==> src/rtl/sized_fifo_level_if.sv <==
// Enqueue/dequeue handshake bundle for sized_fifo_level.
// master = producer/consumer side, slave = FIFO side.
interface sized_fifo_level_if #(
   parameter int width = 128
);
   logic             in_enq__ENA;
   logic [width-1:0] in_enq_v;
   logic             in_enq__RDY;
   logic             out_deq__ENA;
   logic             out_deq__RDY;
   logic [width-1:0] out_first;
   logic             out_first__RDY;

   modport master (
      output in_enq__ENA,
      output in_enq_v,
      output out_deq__ENA,
      input  in_enq__RDY,
      input  out_deq__RDY,
      input  out_first,
      input  out_first__RDY
   );

   modport slave (
      input  in_enq__ENA,
      input  in_enq_v,
      input  out_deq__ENA,
      output in_enq__RDY,
      output out_deq__RDY,
      output out_first,
      output out_first__RDY
   );
endinterface

==> src/rtl/sized_fifo_level.sv <==
// Circular-buffer FIFO with occupancy count, level flags,
// synchronous flush and optional full-cycle pipelining.
module sized_fifo_level #(
   parameter int depth            = 20,
   parameter int width            = 128,
   parameter int bypass           = 0,
   parameter int almostFullLevel  = depth - 1,
   parameter int almostEmptyLevel = 1,
   localparam int CW = $clog2(depth + 1)
) (
   input  logic                CLK,
   input  logic                nRST,
   sized_fifo_level_if.slave   io,
   input  logic                clear__ENA,
   output logic                clear__RDY,
   output logic [CW-1:0]       count,
   output logic                almostFull,
   output logic                almostEmpty
);

   localparam int PW = (depth > 2) ? $clog2(depth) : 1;
   localparam logic [CW-1:0] FULL = CW'(depth);
   localparam logic [PW-1:0] LAST = PW'(depth - 1);

   logic [width-1:0] mem [depth];
   logic [PW-1:0]    wp;
   logic [PW-1:0]    rp;
   logic             empty;
   logic             full;
   logic             enq_fire;
   logic             deq_fire;

   // Explicit wrap so non-power-of-two depths work.
   function automatic logic [PW-1:0] bump(
      input logic [PW-1:0] p
   );
      return (p == LAST) ? '0 : p + 1'b1;
   endfunction

   assign empty = (count == '0);
   assign full  = (count == FULL);

   assign io.in_enq__RDY =
      !full || (bypass != 0 && io.out_deq__ENA);
   assign io.out_deq__RDY   = !empty;
   assign io.out_first__RDY = !empty;
   assign io.out_first      = empty ? '0 : mem[rp];

   assign enq_fire = io.in_enq__ENA && io.in_enq__RDY;
   assign deq_fire = io.out_deq__ENA && !empty;

   assign clear__RDY  = 1'b1;
   assign almostFull  = 32'(count) >= almostFullLevel;
   assign almostEmpty = 32'(count) <= almostEmptyLevel;

   always_ff @(posedge CLK) begin
      if (!nRST || clear__ENA) begin
         wp    <= '0;
         rp    <= '0;
         count <= '0;
      end else begin
         if (enq_fire) wp <= bump(wp);
         if (deq_fire) rp <= bump(rp);
         if (enq_fire && !deq_fire)
            count <= count + 1'b1;
         else if (deq_fire && !enq_fire)
            count <= count - 1'b1;
      end
   end

   // Full + both firing: wp == rp, so the write refills the vacated slot.
   always_ff @(posedge CLK) begin
      if (enq_fire) mem[wp] <= io.in_enq_v;
   end

endmodule
==> src/flat_wrapper.sv <==
// flat-port wrapper written by rule: the top's interface ports become plain ports
module sized_fifo_level_flat 
#(
   parameter int depth            = 20,
   parameter int width            = 128,
   parameter int bypass           = 0,
   parameter int almostFullLevel  = depth - 1,
   parameter int almostEmptyLevel = 1,
   localparam int CW = $clog2(depth + 1)
)
  (CLK, nRST, clear__ENA, clear__RDY, count, almostFull, almostEmpty, io_in_enq__ENA, io_in_enq_v, io_out_deq__ENA, io_in_enq__RDY, io_out_deq__RDY, io_out_first, io_out_first__RDY);
  sized_fifo_level_if #(.width(width)) io_i ();
  input  logic CLK;
  input  logic nRST;
  input  logic clear__ENA;
  output logic clear__RDY;
  output logic [CW-1:0] count;
  output logic almostFull;
  output logic almostEmpty;
  input wire logic [$bits(io_i.in_enq__ENA)-1:0] io_in_enq__ENA;
  input wire logic [$bits(io_i.in_enq_v)-1:0] io_in_enq_v;
  input wire logic [$bits(io_i.out_deq__ENA)-1:0] io_out_deq__ENA;
  output wire logic [$bits(io_i.in_enq__RDY)-1:0] io_in_enq__RDY;
  output wire logic [$bits(io_i.out_deq__RDY)-1:0] io_out_deq__RDY;
  output wire logic [$bits(io_i.out_first)-1:0] io_out_first;
  output wire logic [$bits(io_i.out_first__RDY)-1:0] io_out_first__RDY;
  assign io_i.in_enq__ENA = io_in_enq__ENA;
  assign io_i.in_enq_v = io_in_enq_v;
  assign io_i.out_deq__ENA = io_out_deq__ENA;
  assign io_in_enq__RDY = io_i.in_enq__RDY;
  assign io_out_deq__RDY = io_i.out_deq__RDY;
  assign io_out_first = io_i.out_first;
  assign io_out_first__RDY = io_i.out_first__RDY;
  sized_fifo_level #(.depth(depth), .width(width), .bypass(bypass), .almostFullLevel(almostFullLevel), .almostEmptyLevel(almostEmptyLevel)) u_core (.CLK(CLK), .nRST(nRST), .io(io_i), .clear__ENA(clear__ENA), .clear__RDY(clear__RDY), .count(count), .almostFull(almostFull), .almostEmpty(almostEmpty));
endmodule
==> config.mk <==
export PLATFORM = sky130hd
export DESIGN_NAME = sized_fifo_level_flat
export DESIGN_NICKNAME = d
export VERILOG_FILES = /design/src/rtl/sized_fifo_level_if.sv /design/src/rtl/sized_fifo_level.sv /design/src/flat_wrapper.sv
export SDC_FILE = /design/constraint.sdc
export NUM_CORES = 2
export LEC_CHECK = 0
export CAP_MARGIN = 20
export CORE_ASPECT_RATIO = 0.9
export CORE_MARGIN = 5
export CORE_UTILIZATION = 40
export DETAILED_ROUTE_END_ITERATION = 8
export PLACE_DENSITY = 0.69
export SYNTH_ARGS = -nofsm -noshare
export SYNTH_HDL_FRONTEND = slang
export SYNTH_SLANG_ARGS = --single-unit
==> constraint.sdc <==
create_clock -name CLK -period 9.8 [get_ports CLK]
set_clock_uncertainty 0.15 [all_clocks]
set_input_delay 2.94 -clock CLK [delete_from_list [all_inputs] [get_ports CLK]]
set_output_delay 2.94 -clock CLK [all_outputs]
set_load 0.02 [all_outputs]
==> results.md <==
- Initial antenna violation count: 42
- Internal power: around 19,000 uW
- Area added between synthesis and finish: 15.3%
- Commonest non-fill, non-tap cells in the layout: edfxtp_1, mux4_2, mux2i_1, clkbuf_16, clkdlybuf4s50_1
- Clk Latency, worst-skew pair: a little over 0.9 ns
- Synth Instances: approximately 4.4k
- Max Cap Violations: 0
- Leak: roughly 0.033 uW
- Setup crit end: io_out_first[81]
- TritonCTS buffer count: 280
- Crit. path cell count: 5
- Crit Path Category: reg -> out
- Flop pwr share: 0.517
- WHS Path Cells: 2
- Setup violators final: 0
- Tot Pwr: approximately 24,000 uW
- Final GP Congestion: about 0.73
- Most common cell on crit path: buf_4
- Distinct cells, synth: 49
- Hold WC Path Type: reg -> reg
- Total track usage: 0.191
- R2r setup slk: 5.38 ns
- Sink Count: about 2.6k
- Share of layout cells above drive strength 1: 0.210
- # DRC: 0
- # resized after CTS: 0
- Total Die Area: approximately 0.26 mm2
- Initial DRC count: roughly 5.3k
- FP Rows: ~170
- NumNets Final: 4,999
- H-tree depth: 5
- Boundary Pins: about 270
- RSZ-0062 raised after global routing: false
- Syn_nets: roughly 4.6k
- CP Cell Sequence: buf_4, buf_4, a211oi_1, nor3_1, clkdlybuf4s50_1
- CTS max path bufs: 4
- Most common cell after layout, fill and taps aside: edfxtp_1
- Vias: 47.8k
- Setup ws final: 1.70 ns
- Core Util, Final: 0.465
- Yosys warning count: 0
- Worst EP arrival: 5.01 ns
- Clk pwr share: 0.420
- Maximum clock rate: 0.123 GHz
- Post-layout min period: approximately 8.1 ns
- Core Area: 0.244 mm2
- CTS tree: yes
- Average wire per standard cell: ~30 um
- # Post-CTS Setup Buffers: 0
- Buffers on Ports: 270
- Die span in x: 533 um
- Hold buffers post-CTS: 0
- Cell family with most CP delay: buffers and inverters
- Worst reg2reg endpoint: u_core.mem[18][22]
- CP Launch Type: flop
- WL final: roughly 250 mm
- HPWL Detailed: about 120 mm
- Slew HR: 0.220
- Worst-path clk slew: about 0.060 ns
- Antenna Nets Post-Route: 0
- Slew Limit Fails: 0
- Post-route setup TNS: 0 ns
- Worst slew pin tran: between 1 and 1.5 ns
- Worst Path Required: 6.71 ns
- Post-Syn Area: 0.0985 mm2
- Worst path max stage delay: around 0.8 ns
- Clk root buf: clkbuf_16
- R2R Path Start: u_core.count[0]
- Sw Share: 0.211
- Cell Pwr Density: 208 mW/mm2
- Worst IR drop on VDD: ~0.2 mV
- CP Capture Type: primary output
- Global route overflow: 0
- Initial Utilization: 0.403
- Status: finished clean
- Filler cell count in the final layout: ~20k
- Gate power share: 0.063
- Sequential element share of the synthesized area: 0.785
- Worst Reg-to-Reg Cells: 9
- Worst Path Buf+Inv: 3
- Pin count of the biggest net entering global routing: 123
- Router iterations before antenna repair: 7
- Global-route wire length before repair: about 360 mm
- Vias in the first global route: approximately 49k
- Post-DR vias/cell: approximately 5.8
- Synthesized area per cell: between 20 and 25 um2
- Final hold viol count: 0
- P_sw: between 4000 and 5000 uW
- Pre-CTS setup slack: 2.45 ns
- DIE HEIGHT: slightly below 500 um
- Tcrit/Tclk final: 0.827
- CP max-delay cell: dfxtp_4
- FF+latch count, synth: about 2.6k
- Worst-path maximum fanout: 37
==> worst min-delay path by stage <==
stage                             from           end  slack (ns)
after floorplan           u_core.rp[1]          flop        0.31
after global placement    u_core.rp[1]          flop        0.32
after detailed placement  u_core.wp[4]  u_core.wp[4]        0.34
after CTS                 u_core.wp[4]  u_core.wp[4]        0.36
after global routing      u_core.wp[4]  u_core.wp[4]        0.38
final                     u_core.wp[4]  u_core.wp[4]        0.37
==> layout make-up <==
| cell class | count | area (um2) | share of cell area |
|---|---|---|---|
| Sequential cell | 2580 | 77300 | 0.681 |
| Multi-Input combinational cell | 1605 | 19900 | 0.175 |
| Clock buffer | 342 | 7350 | 0.0647 |
| Tap cell | 3219 | 4030 | 0.0355 |
| Timing Repair Buffer | 382 | 3810 | 0.0335 |
| Clock inverter | 123 | 1150 | 0.0101 |
| Antenna cell | 19 | 47.5 | 0.000419 |
| Inverter | 7 | 26.3 | 0.000231 |
==> sequential cells by signal (all words and copies together) (netlist names), named ones only <==
register / count
u_core.rp: 5
u_core.wp: 5
u_core.count: 5
u_core.mem: 2560
==> metal layers <==
| layer | GRT usage | vias up | share of wire |
|---|---|---|---|
| met3 | 0.0343 | 440 | 0.071 |
| met5 | 0 | - | 0.00023 |
| met4 | 0.0621 | 8 | 0.029 |
| li1 | - | 19572 | - |
| met1 | 0.263 | 25806 | 0.41 |
| met2 | 0.310 | 1986 | 0.49 |
==> power groups by stage <==
stage	sequential (uW)	clock [uW]	combinational, uW
2_1_floorplan	12400	0	782
3_3_place_gp	12400	0	1510
3_5_place_dp	12400	0	1520
4_1_cts	12200	10100	1530
5_1_grt	12200	10600	1590
6_report	12200	9920	1490
==> cell families after synthesis <==
| group | after synthesis | share of synthesized area |
|---|---|---|
| fa+ha+maj | 10 | 0.00127 |
| compound gates | 386 | 0.0291 |
| buf+inv | 260 | 0.0156 |
| simple gates | 345 | 0.0164 |
| flops | 2580 | 0.785 |
| xor+xnor | 8 | 0.000711 |
| mux | 855 | 0.152 |
| other cells | 1 | 0.0000381 |
==> cell usage after synthesis, drive strengths merged <==
master | count | share of area
a2111oi | 1 | 0.000089
a211o | 1 | 0.000089
a211oi | 112 | 0.0087
a21oi | 11 | 0.00056
a22oi | 128 | 0.0098
a31oi | 1 | 0.000064
and2 | 2 | 0.00013
and3 | 3 | 0.00019
buf | 185 | 0.013
clkbuf | 68 | 0.0027
conb | 1 | 0.000038
dfxtp | 20 | 0.0041
edfxtp | 2560 | 0.78
ha | 10 | 0.0013
inv | 7 | 0.00027
mux2 | 32 | 0.0037
mux2i | 311 | 0.032
mux4 | 512 | 0.12
nand2 | 34 | 0.0013
nand2b | 3 | 0.00019
nand3 | 5 | 0.00025
nand3b | 1 | 0.000076
nand4 | 2 | 0.00013
nand4b | 1 | 0.000089
nor2 | 159 | 0.0061
nor2b | 66 | 0.0042
nor3 | 59 | 0.0030
nor4 | 1 | 0.000064
o211ai | 109 | 0.0083
o21ai | 2 | 0.00010
o22ai | 16 | 0.0010
o311ai | 3 | 0.00027
o32ai | 1 | 0.000089
o41ai | 1 | 0.000089
or2 | 3 | 0.00019
or3 | 3 | 0.00019
or4 | 1 | 0.000076
or4b | 2 | 0.00020
xnor2 | 2 | 0.00018
xor2 | 6 | 0.00053
==> metrics by stage <==
stage | hold WS (ns) | std cells | instance area (um2)
after floorplan | 0.313 | 4445 | 98500
after global placement | 0.317 | 7793 | 105000
after detailed placement | 0.345 | 7793 | 105000
after CTS | 0.359 | 8258 | 114000
after global routing | 0.382 | 8267 | 114000
final | 0.367 | 8277 | 114000
==> tightest hold or removal path: cells and delay by family, from the launching register on <==
| family | cells | cell delay, ns |
|---|---|---|
| AND/OR/NAND/NOR | 1 | 0.06 |
| flip-flops | 1 | 0.33 |
| AO/OA/AOI/OAI | 1 | 0.07 |
Power figures use the tool's default switching activity.
